$ cat config.mk
export PLATFORM = sky130hd
export DESIGN_NAME = nds_ecc_ram_init_ctrl
export DESIGN_NICKNAME = d
export VERILOG_FILES = /design/src/rtl/nds_ecc_ram_pkg.sv /design/src/rtl/nds_ecc_ram_scrub_timer.sv /design/src/rtl/nds_ecc_ram_init_ctrl.sv
export SDC_FILE = /design/constraint.sdc
export NUM_CORES = 1
export LEC_CHECK = 0
export CAP_MARGIN = 25
export CORE_AREA = 2 2 109 111
export DETAILED_ROUTE_END_ITERATION = 8
export DIE_AREA = 0 0 111 113
export SLEW_MARGIN = 10
export SYNTH_ARGS = -nofsm -noshare
export SYNTH_HDL_FRONTEND = slang
export SYNTH_HIERARCHICAL = 1
export SYNTH_SLANG_ARGS = --single-unit
$ cat constraint.sdc
create_clock -name i_clk -period 1.9 [get_ports i_clk]
set_clock_uncertainty 0.1 [all_clocks]
set_input_delay 0.19 -clock i_clk [delete_from_list [all_inputs] [get_ports i_clk]]
set_output_delay 0.19 -clock i_clk [all_outputs]
set_load 0.01 [all_outputs]
$ cat src/rtl/nds_ecc_ram_pkg.sv
// rtl/nds_ecc_ram_pkg.sv - shared types and defaults for the ECC RAM init/scrub controller
package nds_ecc_ram_pkg;

  localparam int ADDR_WIDTH_DEFAULT     = 5;
  localparam int DATA_WIDTH_DEFAULT     = 64;
  localparam int SCRUB_INTERVAL_DEFAULT = 1024;

  typedef enum logic {
    INIT  = 1'b0,
    READY = 1'b1
  } ram_ctrl_state_e;

  typedef struct packed {
    logic                          cs;
    logic                          we;
    logic [ADDR_WIDTH_DEFAULT-1:0] addr;
    logic [DATA_WIDTH_DEFAULT-1:0] din;
  } ram_req_t;

endpackage

$ cat src/rtl/nds_ecc_ram_scrub_timer.sv
// rtl/nds_ecc_ram_scrub_timer.sv - scrub interval timer, wrapping scrub pointer and scrub response flags
module nds_ecc_ram_scrub_timer
  import nds_ecc_ram_pkg::*;
#(
  parameter int ADDR_WIDTH     = ADDR_WIDTH_DEFAULT,
  parameter int SCRUB_INTERVAL = SCRUB_INTERVAL_DEFAULT
) (
  input  logic                  i_clk,
  input  logic                  i_rst,
  input  logic                  i_ready,
  input  logic                  i_reinit,
  output logic                  o_slot,
  output logic [ADDR_WIDTH-1:0] o_ptr,
  output logic                  o_scrub_rvalid,
  output logic [ADDR_WIDTH-1:0] o_scrub_addr
);

  localparam int TW = $clog2(SCRUB_INTERVAL);
  localparam logic [TW-1:0] RELOAD = TW'(SCRUB_INTERVAL - 1);

  logic [TW-1:0]         timer_q, timer_d;
  logic                  pend_q, pend_d;
  logic [ADDR_WIDTH-1:0] ptr_q, ptr_d;
  logic                  rvalid_q, rvalid_d;
  logic [ADDR_WIDTH-1:0] raddr_q, raddr_d;

  assign o_slot         = i_ready & pend_q;
  assign o_ptr          = ptr_q;
  assign o_scrub_rvalid = rvalid_q;
  assign o_scrub_addr   = raddr_q;

  // The timer is frozen while a scrub is pending so slots are spaced
  // SCRUB_INTERVAL host-usable cycles apart.
  always_comb begin
    timer_d  = timer_q;
    pend_d   = pend_q;
    ptr_d    = ptr_q;
    rvalid_d = o_slot;
    raddr_d  = o_slot ? ptr_q : raddr_q;
    if (o_slot) begin
      ptr_d = ptr_q + 1'b1;
    end
    if (i_ready) begin
      if (i_reinit) begin
        pend_d  = 1'b0;
        timer_d = RELOAD;
      end else if (pend_q) begin
        pend_d = 1'b0;
      end else if (timer_q == '0) begin
        pend_d  = 1'b1;
        timer_d = RELOAD;
      end else begin
        timer_d = timer_q - 1'b1;
      end
    end
  end

  always_ff @(posedge i_clk or posedge i_rst) begin
    if (i_rst) begin
      timer_q  <= RELOAD;
      pend_q   <= 1'b0;
      ptr_q    <= '0;
      rvalid_q <= 1'b0;
      raddr_q  <= '0;
    end else begin
      timer_q  <= timer_d;
      pend_q   <= pend_d;
      ptr_q    <= ptr_d;
      rvalid_q <= rvalid_d;
      raddr_q  <= raddr_d;
    end
  end

endmodule

$ cat src/rtl/nds_ecc_ram_init_ctrl.sv
// rtl/nds_ecc_ram_init_ctrl.sv - ECC RAM init sweep and host request forwarding; scrub reads under NDS_ECC_RAM_SCRUB_EN
module nds_ecc_ram_init_ctrl
  import nds_ecc_ram_pkg::*;
#(
  parameter int                    ADDR_WIDTH     = ADDR_WIDTH_DEFAULT,
  parameter int                    DATA_WIDTH     = DATA_WIDTH_DEFAULT,
  parameter logic [DATA_WIDTH-1:0] INIT_DATA      = '0,
  parameter int                    SCRUB_INTERVAL = SCRUB_INTERVAL_DEFAULT
) (
  input  logic                  i_clk,
  input  logic                  i_rst,
  input  logic                  i_reinit,
  input  logic                  i_req,
  input  logic                  i_we,
  input  logic [ADDR_WIDTH-1:0] i_addr,
  input  logic [DATA_WIDTH-1:0] i_wdata,
  output logic                  o_gnt,
  output logic                  o_rvalid,
  output logic [DATA_WIDTH-1:0] o_rdata,
  output logic                  o_init_done,
  output logic                  o_scrub_rvalid,
  output logic [ADDR_WIDTH-1:0] o_scrub_addr,
  output logic                  o_ram_cs,
  output logic                  o_ram_we,
  output logic [ADDR_WIDTH-1:0] o_ram_addr,
  output logic [DATA_WIDTH-1:0] o_ram_din,
  input  logic [DATA_WIDTH-1:0] i_ram_dout
);

  ram_ctrl_state_e       state_q, state_d;
  logic [ADDR_WIDTH-1:0] cnt_q, cnt_d;
  logic                  init_done_q, init_done_d;
  logic                  rd_pend_q, rd_pend_d;
  logic                  ready;
  logic                  scrub_slot;
  logic [ADDR_WIDTH-1:0] scrub_ptr;
  logic                  gnt, ram_cs, ram_we;
  logic [ADDR_WIDTH-1:0] ram_addr;
  logic [DATA_WIDTH-1:0] ram_din;

  assign ready = (state_q == READY);

`ifdef NDS_ECC_RAM_SCRUB_EN
  nds_ecc_ram_scrub_timer #(
    .ADDR_WIDTH     (ADDR_WIDTH),
    .SCRUB_INTERVAL (SCRUB_INTERVAL)
  ) u_scrub_timer (
    .i_clk          (i_clk),
    .i_rst          (i_rst),
    .i_ready        (ready),
    .i_reinit       (i_reinit),
    .o_slot         (scrub_slot),
    .o_ptr          (scrub_ptr),
    .o_scrub_rvalid (o_scrub_rvalid),
    .o_scrub_addr   (o_scrub_addr)
  );
`else
  assign scrub_slot     = 1'b0;
  assign scrub_ptr      = '0;
  assign o_scrub_rvalid = 1'b0;
  assign o_scrub_addr   = '0;
`endif

  always_comb begin
    state_d  = state_q;
    cnt_d    = cnt_q;
    gnt      = 1'b0;
    ram_cs   = 1'b0;
    ram_we   = 1'b0;
    ram_addr = '0;
    ram_din  = '0;
    case (state_q)
      INIT: begin
        ram_cs   = 1'b1;
        ram_we   = 1'b1;
        ram_addr = cnt_q;
        ram_din  = INIT_DATA;
        cnt_d    = cnt_q + 1'b1;
        if (&cnt_q) begin
          state_d = READY;
        end
      end
      READY: begin
        gnt = i_req & ~scrub_slot;
        if (scrub_slot) begin
          ram_cs   = 1'b1;
          ram_addr = scrub_ptr;
        end else if (gnt) begin
          ram_cs   = 1'b1;
          ram_we   = i_we;
          ram_addr = i_addr;
          ram_din  = i_wdata;
        end
        if (i_reinit) begin
          state_d = INIT;
          cnt_d   = '0;
        end
      end
      default: state_d = INIT;
    endcase
    rd_pend_d   = gnt & ~i_we;
    init_done_d = (state_d == READY);
  end

  always_ff @(posedge i_clk or posedge i_rst) begin
    if (i_rst) begin
      state_q     <= INIT;
      cnt_q       <= '0;
      init_done_q <= 1'b0;
      rd_pend_q   <= 1'b0;
    end else begin
      state_q     <= state_d;
      cnt_q       <= cnt_d;
      init_done_q <= init_done_d;
      rd_pend_q   <= rd_pend_d;
    end
  end

  // The reset state drives an init write, so the RAM pins are masked while
  // reset is held to present idle values until the first sweep edge.
  assign o_ram_cs    = ram_cs & ~i_rst;
  assign o_ram_we    = ram_we & ~i_rst;
  assign o_ram_addr  = i_rst ? '0 : ram_addr;
  assign o_ram_din   = i_rst ? '0 : ram_din;
  assign o_gnt       = gnt;
  assign o_rvalid    = rd_pend_q;
  assign o_rdata     = i_ram_dout;
  assign o_init_done = init_done_q;

endmodule

==> flow_summary.json, run 1 <==
{
  "drive_above_1_share_pct": 19.0,
  "p_per_area_nw_per_um2": 518,
  "core_area_um2": 11300,
  "max_stage_delay_ns": 0.37,
  "drc": 0,
  "totalWireLength_mm": 7.04,
  "dieArea_um2": 12500,
  "path_cells": "and3b_2 -> buf_4 -> buf_12 -> and2_1 -> dlygate4sd2_1",
  "rows": 39,
  "grt_pass1_vias": 1586,
  "dp_hpwl_mm": 5.70,
  "path_buf_inv": 3,
  "final_util_pct": 22.6,
  "cts_tree": "yes",
  "ant_nets": 0,
  "grt_max_degree": 26,
  "final_nets": 425,
  "clk_root_buffer_cell": "clkbuf_16",
  "layout_commonest_cell": "clkdlybuf4s50_1",
  "grt-ovfl-total": 0,
  "period_needed_ns": 1.86,
  "final_cells": 427,
  "wl_per_cell_um": 16.5,
  "criticalPathCategory": "reg -> out",
  "holdWs_ns": 0.158,
  "vias_per_cell": 3.64,
  "dpl_cell_area_um2": 2560,
  "grt_pass1_wl_mm": 9.98,
  "worstSetupStartpointType": "register",
  "rsz0062_at_grt": "yes",
  "clk_latency_ns": 0.23,
  "setup_ws_ns": 0.0426,
  "ys_ff_latch": 7,
  "fillers": 1273,
  "n_antenna_cell": 0,
  "post-place-ws_ns": -0.313,
  "power_leakage_uw": 0.00131,
  "fin_area_um2": 2550,
  "period_share_pct": 97.8,
  "cts-buffers-inserted": 3,
  "path_max_fanout": 12,
  "ir_worst_vdd_mv": 0.493,
  "setup_viol": 0,
  "avgSynthCellArea_um2": 7.49,
  "clock-sinks": 7,
  "syn2layout_area_growth_pct": 74.3,
  "firstDrtPassIters": 4,
  "cp_slowest_cell": "dfrtp_1",
  "io_pins": 282,
  "cts_hold_buffers": 0,
  "placed_cells": 415,
  "antenna_found_initial": 0,
  "synth_cell_type_count": 23,
  "path_delay_family": "buffers and inverters",
  "clockBufferDepth": 2,
  "max_freq_mhz": 538,
  "worst_r2r_endpoint": "cnt_q[4]",
  "startpoint": "o_init_done",
  "syn_area_um2": 1460,
  "h-tree-depth": 1,
  "reg2reg_depth": 5,
  "yosysWarnings": 6,
  "synth_cells": 195,
  "final_cell_mix": "clkdlybuf4s50_1 (76), and2_1 (65), dlygate4sd2_1 (35)",
  "io_buffers": 147,
  "start_util_pct": 13.0,
  "die_w_um": 111,
  "dr_total_vias": 1553,
  "grt_usage_pct": 10.5,
  "cp-end-kind": "primary output",
  "r2r_start": "cnt_q[0]",
  "arrival_ns": 1.57,
  "die_h_um": 113,
  "yosysSeqAreaShare_pct": 12.0,
  "drtIter0Drc": 26,
  "min_path_type": "in -> async",
  "maxCapViolations": 0,
  "slew_viol_final": 0,
  "place.gp.congestion": 0.800,
  "r2r_slack_ns": 0.44,
  "cts.clk_slew.worst_paths_ns": 0.04,
  "crit_required_ns": 1.61,
  "outcome": "finished, final reports clean",
  "finalHoldViolations": 0
}
==> cell families (layout without fill, tap and decap cells) <==
family,after synthesis,after routing,synth area share (%)
buf+inv,86,170,44.1
simple gates,84,84,35.3
compound gates,12,12,4.71
flops,7,7,12.0
fa+ha+maj,2,2,1.71
mux,2,2,1.37
other cells,1,6,0.257
xor+xnor,1,1,0.599
==> sequential cells by signal (all words and copies together) (netlist names) <==
register / count
o_rvalid: 1
cnt_q: 5
o_init_done: 1
==> report_power, final <==
group          internal, uW  switching (uW)
Clock                   279            82.5
Combinational           404             275
Sequential              214            63.8
==> cells in the mapped netlist <==
cell       n  share of area [%]
o22ai_1    3                1.3
and3b_1    1               0.60
buf_6      7                5.4
buf_2      2               0.68
ha_1       2                1.7
conb_1     1               0.26
xnor2_1    1               0.60
and3_1     1               0.43
and2_1    65                 28
mux2i_1    2                1.4
inv_1      5                1.3
nand3_1    5                1.7
buf_4     71                 36
clkbuf_1   1               0.26
nor2b_1    1               0.43
nand4b_1   1               0.60
a21bo_2    1               0.68
nand3b_1   1               0.51
dfrtp_1    7                 12
o21ai_0    1               0.34
nand2b_1   5                2.1
a21oi_1    7                2.4
nand2_1    4                1.0
==> final cells by class <==
type	count	area, um^2	area share [%]
Multi-Input combinational cell	107	662	26.0
Clock buffer	4	78.8	3.09
Tap cell	143	179	7.02
Timing Repair Buffer	161	1430	56.3
Inverter	5	18.8	0.737
Sequential cell	7	175	6.88
==> per-stage QoR <==
| step | TNS (ns) | power (uW) |
|---|---|---|
| after CTS | 0 | 1340 |
| after detailed placement | -17.00 | 989 |
| after global placement | -15.60 | 980 |
| final | 0 | 1320 |
| after floorplan | 0 | 750 |
| after global routing | -0.0176 | 1420 |
==> routing by layer <==
| layer | GRT usage [%] | vias up | share of wire, % |
|---|---|---|---|
| met5 | 0 | - | 0 |
| met4 | 1.50 | 0 | 0.31 |
| met3 | 8.36 | 2 | 18 |
| met2 | 15.1 | 173 | 40 |
| met1 | 12.4 | 678 | 42 |
| li1 | - | 700 | - |
==> worst max-delay path by stage <==
stage | slack, ns | end | cells past startpoint
CTS | 0.00002 | o_ram_din[25] | 6
global route | -0.006 | o_ram_din[63] | 6
global placement | -0.29 | o_ram_din[63] | 5
finish | 0.04 | o_ram_din[33] | 5
detailed placement | -0.31 | o_ram_din[7] | 5
floorplan | 0.53 | cnt_q[4] | 5
==> worst min-delay path, cell delays in order <==
cell and delay, ns:
dlygate4sd2_1 0.27, buf_4 0.18, inv_1 0.24
==> timing repair <==
action | 4_1_cts | 5_1_grt
pin swaps | 1 | 0
resized for setup | 168 | 11
endpoints found under the setup margin | 69 | 17
setup buffers | 6 | 0
endpoints found under the hold margin | 0 | 0
cloned | 2 | 0
No activity file was read; power rests on OpenSTA's default activity.
==> run 2, diff against run 1 <==
--- a/config.mk
+++ b/config.mk
@@ -11,2 +11,3 @@
 export DIE_AREA = 0 0 111 113
+export RECOVER_POWER = 25
 export SLEW_MARGIN = 10
--- a/constraint.sdc
+++ b/constraint.sdc
@@ -4,2 +4,2 @@
 set_output_delay 0.19 -clock i_clk [all_outputs]
-set_load 0.01 [all_outputs]
+set_load 0.1 [all_outputs]
==> run 2 against run 1 <==
  * Critical path depth down 1
  * Clock-buffer cell count unchanged
  * Sequential share of layout area down 2.0 points
  * First-iteration DRC count up 15%
  * Clock power down 1%
  * Critical path type unchanged
  * Maximum frequency up 0.88%
==> flow_summary.json, run 2 (same netlist as run 1, synthesis figures left out) <==
{
  "outcome": "finished, final reports clean",
  "io_buffers": 147,
  "min_path_type": "in -> async",
  "cp-end-kind": "primary output",
  "criticalPathCategory": "reg -> out",
  "fillers": 1113,
  "power_uw": 2360,
  "p_per_area_nw_per_um2": 644,
  "io_pins": 282,
  "grt_pass1_vias": 1530,
  "ir_worst_vdd_mv": 0.924,
  "drive_above_1_share_pct": 57.8,
  "start_util_pct": 13.0,
  "dr_total_vias": 1566,
  "die_h_um": 113,
  "cts-buffers-inserted": 3,
  "drtIter0Drc": 30,
  "grt_pass1_wl_mm": 9.78,
  "largest_reg_flops": 5,
  "clk_root_buffer_cell": "clkbuf_16",
  "grt_max_degree": 39,
  "slew_viol_final": 0,
  "final_cell_mix": "buf_12 (75), clkdlybuf4s50_1 (71), and2_2 (61)",
  "final_util_pct": 32.5,
  "power_leakage_uw": 0.00151,
  "period_needed_ns": 1.84,
  "dpl_cell_area_um2": 3440,
  "antenna_found_initial": 0,
  "layout_commonest_cell": "buf_12",
  "crit_required_ns": 1.61,
  "final_nets": 423,
  "reg2reg_depth": 5,
  "pwr-share-seq_pct": 12.2,
  "cts_hold_buffers": 0,
  "grt_usage_pct": 10.3,
  "h-tree-depth": 1,
  "firstDrtPassIters": 4,
  "drc": 0,
  "dp_hpwl_mm": 5.95,
  "grt-ovfl-total": 0,
  "dieArea_um2": 12500,
  "clockBufferDepth": 2,
  "multi_input_area_um2": 822,
  "clk_latency_ns": 0.23,
  "swShare_pct": 49.7,
  "n_antenna_cell": 0,
  "wl_per_cell_um": 18.0,
  "clock-sinks": 7,
  "place.gp.congestion": 0.834,
  "arrival_ns": 1.55,
  "cts_tree": "yes",
  "syn2layout_area_growth_pct": 151,
  "r2r_slack_ns": 0.41,
  "setup_ws_ns": 0.0589,
  "max_freq_mhz": 543,
  "ff_latch_area_um2": 179,
  "p_int_uw": 1190,
  "rows": 39,
  "fin_area_um2": 3670,
  "post-place-ws_ns": -0.0353,
  "pwr-share-clk_pct": 15.2,
  "p_comb_share_pct": 72.6,
  "die_w_um": 111,
  "post-cts-setup-buffers": 0,
  "period_share_pct": 96.9,
  "regMostFlops": "cnt_q",
  "setup_viol": 0,
  "holdWs_ns": 0.119,
  "finalHoldViolations": 0,
  "ant_nets": 0,
  "vias_per_cell": 3.68,
  "maxCapViolations": 0,
  "totalWireLength_mm": 7.66,
  "p_sw_uw": 1170,
  "worstSetupStartpointType": "register",
  "rsz0062_at_grt": "no",
  "cts.clk_slew.worst_paths_ns": 0.04,
  "path_max_fanout": 10,
  "core_area_um2": 11300
}
## run 2: changes by cell type in the layout (fill, tap and decap cells not counted), sizes merged
| cell | change |
|---|---|
| dlygate4sd2 | -35 |
| clkdlybuf4s50 | -5 |
| clkdlybuf4s15 | -1 |
| buf | +35 |
| dlymetal6s2s | +2 |
| and3b | +1 |
| clkbuf | +1 |
## run 2: path summary, 6_finish.rpt
path,start,endpoint
setup reg to reg,cnt_q[0],cnt_q[4]
min in group i_clk,i_ram_dout[1],o_rdata[1]
max in group asynchronous,i_rst,o_init_done
hold reg to reg,cnt_q[3],cnt_q[3]
hold / removal,i_rst,cnt_q[2]
setup / recovery,o_init_done,o_ram_din[12]
## run 2: worst max-delay path: stages, from the launching register on
cell and delay [ns]:
dfrtp_4 0.48, and3b_2 0.29, buf_12 0.16, and2_2 0.21, buf_12 0.17
## run 2: metal layers
layer,GRT usage [%],vias to the layer above,wire length [um]
met5,0,-,0
met4,1.25,0,33
met3,7.23,4,1070
met2,17.3,164,3690
met1,10.9,699,2870
li1,-,699,-
## run 2: cell type report
cell class	instances	area share, %
well taps	143	4.88
inverters	5	0.512
repair buffers	158	65.2
multi-input cells	108	22.4
flip-flops and latches	7	4.88
clock buffers	4	2.15
## run 2: stage by stage
stage / instances / setup TNS, ns
detailed placement: 414 / -0.0455
finish: 425 / 0
CTS: 418 / 0
floorplan: 200 / -0.443
global route: 425 / 0
global placement: 414 / -0.0633
## run 2: what timing repair did
action	CTS	global route
setup endpoints to repair	3	12
gates cloned	0	7
pin swaps	1	1
gates resized for setup	3	4
## run 2: power by group through the flow
stage	clock network (uW)	registers, uW	logic (uW)
2_1_floorplan	0	311	1670
3_3_place_gp	0	282	1670
3_5_place_dp	0	286	1680
4_1_cts	361	286	1690
5_1_grt	372	303	1790
6_report	358	288	1710
==> run 3, diff against run 2 <==
--- a/config.mk
+++ b/config.mk
@@ -8,5 +8,5 @@
 export CAP_MARGIN = 25
-export CORE_AREA = 2 2 109 111
+export CORE_AREA = 2 2 108 110
 export DETAILED_ROUTE_END_ITERATION = 8
-export DIE_AREA = 0 0 111 113
+export DIE_AREA = 0 0 110 112
 export RECOVER_POWER = 25
==> constraint.sdc (replaced) <==
create_clock -name i_clk -period 1.5 [get_ports i_clk]
set_clock_uncertainty 0.1 [all_clocks]
set_input_delay 0.15 -clock i_clk [delete_from_list [all_inputs] [get_ports i_clk]]
set_output_delay 0.15 -clock i_clk [all_outputs]
set_load 0.01 [all_outputs]
==> run 3 against run 2 <==
  * The flow now finishes with violations (negative setup slack)
  * Utilization shrank 8.0 points
  * Worst hold slack lost 0.027 ns
  * Highest routed layer is now met5
  * Flip-flop and latch count is the same
  * Global-route usage down 1.6 points
  * Largest cell class unchanged
==> flow_summary.json, run 3 (same netlist as run 1, synthesis figures left out) <==
{
  "outcome": "finished, violations left",
  "violations": "negative setup slack",
  "worstSetupStartpointType": "register",
  "p_comb_share_pct": 58.3,
  "grt_usage_pct": 8.68,
  "dpl_cell_area_um2": 2570,
  "die_h_um": 112,
  "final.setup.tns_ns": -14.93,
  "placed_cells": 416,
  "min_path_type": "in -> async",
  "cts_tree": "yes",
  "clk_root_buffer_cell": "clkbuf_16",
  "p_sw_uw": 613,
  "grt_pass1_wl_mm": 8.16,
  "crit_top_cell": "buf_6",
  "worst_r2r_endpoint": "cnt_q[3]",
  "cts_hold_buffers": 0,
  "fillers": 1231,
  "drc": 0,
  "totalWireLength_mm": 6.16,
  "cp-end-kind": "primary output",
  "firstDrtPassIters": 4,
  "post-place-ws_ns": -0.621,
  "setup_viol": 69,
  "grt_pass1_vias": 1482,
  "maxCapViolations": 0,
  "dr_total_vias": 1578,
  "die_w_um": 110,
  "finalHoldViolations": 0,
  "cts-buffers-inserted": 3,
  "fin_area_um2": 2750,
  "vias_per_cell": 3.59,
  "period_share_pct": 123,
  "final_util_pct": 24.6,
  "h-tree-depth": 1,
  "antenna_found_initial": 0,
  "pwr-share-clk_pct": 23.8,
  "drtIter0Drc": 24,
  "pwr-share-seq_pct": 17.9,
  "slew_viol_final": 0,
  "reg2reg_depth": 6,
  "largest_reg_flops": 5,
  "core_area_um2": 11200,
  "final_nets": 437,
  "crit_required_ns": 1.25,
  "n_antenna_cell": 0,
  "io_buffers": 147,
  "dp_hpwl_mm": 4.44,
  "ir_worst_vdd_mv": 0.486,
  "period_needed_ns": 1.84,
  "crit_path_end": "o_ram_din[28]",
  "cp_slowest_cell": "dfrtp_1",
  "final_cell_mix": "clkdlybuf4s50_1 (72), buf_2 (53), and2_1 (51)",
  "place.gp.congestion": 0.709,
  "path_cells": "and3b_2 -> buf_12 -> buf_16 -> buf_6 -> buf_6 -> and2_4 -> buf_6",
  "grt_max_degree": 33,
  "clockBufferDepth": 2,
  "p_per_area_nw_per_um2": 701,
  "dieArea_um2": 12300,
  "rows": 39,
  "cts.clk_slew.worst_paths_ns": 0.04,
  "rsz0062_at_grt": "yes",
  "power_leakage_uw": 0.00135,
  "startpoint": "o_init_done",
  "clock-sinks": 7,
  "swShare_pct": 31.8,
  "layout_commonest_cell": "clkdlybuf4s50_1",
  "max_stage_delay_ns": 0.37,
  "wl_per_cell_um": 14.0,
  "regMostFlops": "cnt_q",
  "syn2layout_area_growth_pct": 87.9,
  "criticalPathCategory": "reg -> out",
  "start_util_pct": 13.1,
  "p_int_uw": 1310,
  "io_pins": 282,
  "arrival_ns": 1.59,
  "clk_latency_ns": 0.23,
  "path_max_fanout": 4,
  "drive_above_1_share_pct": 42.9,
  "ant_nets": 0,
  "r2r_start": "o_init_done",
  "r2r_slack_ns": 0.08,
  "grt-ovfl-total": 0,
  "final_cells": 439,
  "setup_ws_ns": -0.340,
  "max_freq_mhz": 543
}
==> run 3: changes by cell type in the layout (fill, tap and decap cells not counted), sizes merged <==
cell,delta
buf,+12
clkdlybuf4s15,+4
clkbuf,-3
dlygate4sd2,+2
and3b,-1
clkdlybuf4s50,+1
dlymetal6s2s,-1
==> run 3: how the worst min path moves through the flow <==
stage | end | slack, ns | depth (start not counted)
floorplan | cnt_q[0] | 0.004 | 2
global placement | o_rdata[12] | 0.20 | 0
detailed placement | o_rdata[12] | 0.20 | 0
CTS | cnt_q[1] | 0.08 | 3
global route | cnt_q[1] | 0.13 | 3
finish | cnt_q[1] | 0.09 | 3
==> run 3: metrics by stage <==
stage	power, uW	hold WS [ns]
final	1920	0.0918
after global routing	2060	0.125
after CTS	1740	0.0790
after detailed placement	1270	0.200
after global placement	1260	0.200
after floorplan	950	0.00449
==> run 3: repair_timing <==
| action | in CTS | in global routing |
|---|---|---|
| buffers inserted | 8 | 8 |
| gates cloned | 3 | 0 |
| setup endpoints to repair | 73 | 73 |
| pin swaps | 5 | 10 |
| gates resized for setup | 296 | 43 |
==> run 3: cell type report <==
class	count	area [um^2]	share of cell area, %
Clock buffer	4	78.8	2.87
Inverter	5	18.8	0.683
Multi-Input combinational cell	107	749	27.3
Sequential cell	7	175	6.38
Tap cell	143	179	6.51
Timing Repair Buffer	173	1550	56.3
==> run 3: power groups by stage <==
stage                     registers, uW  clock network, uW  logic (uW)
after detailed placement            345                  0         926
final                               345                457        1120
after global routing                354                477        1220
after CTS                           343                464         936
after global placement              343                  0         913
after floorplan                     340                  0         610
==> run 3: per-layer routing <==
layer	share of wire (%)	up-vias	global-route usage, %	routed length [um]
met5	0.70	-	5.04	43
met4	0.58	2	1.86	36
met3	20	5	6.38	1210
met2	43	166	13.4	2670
met1	36	679	9.17	2200
li1	-	726	-	-
==> run 3: worst max-delay path, delay by kind of cell, from the launching register on <==
kind / cells / cell delay [ns]
DFF: 1 / 0.37
and+or+nand+nor: 2 / 0.39
buffers and inverters: 5 / 0.59
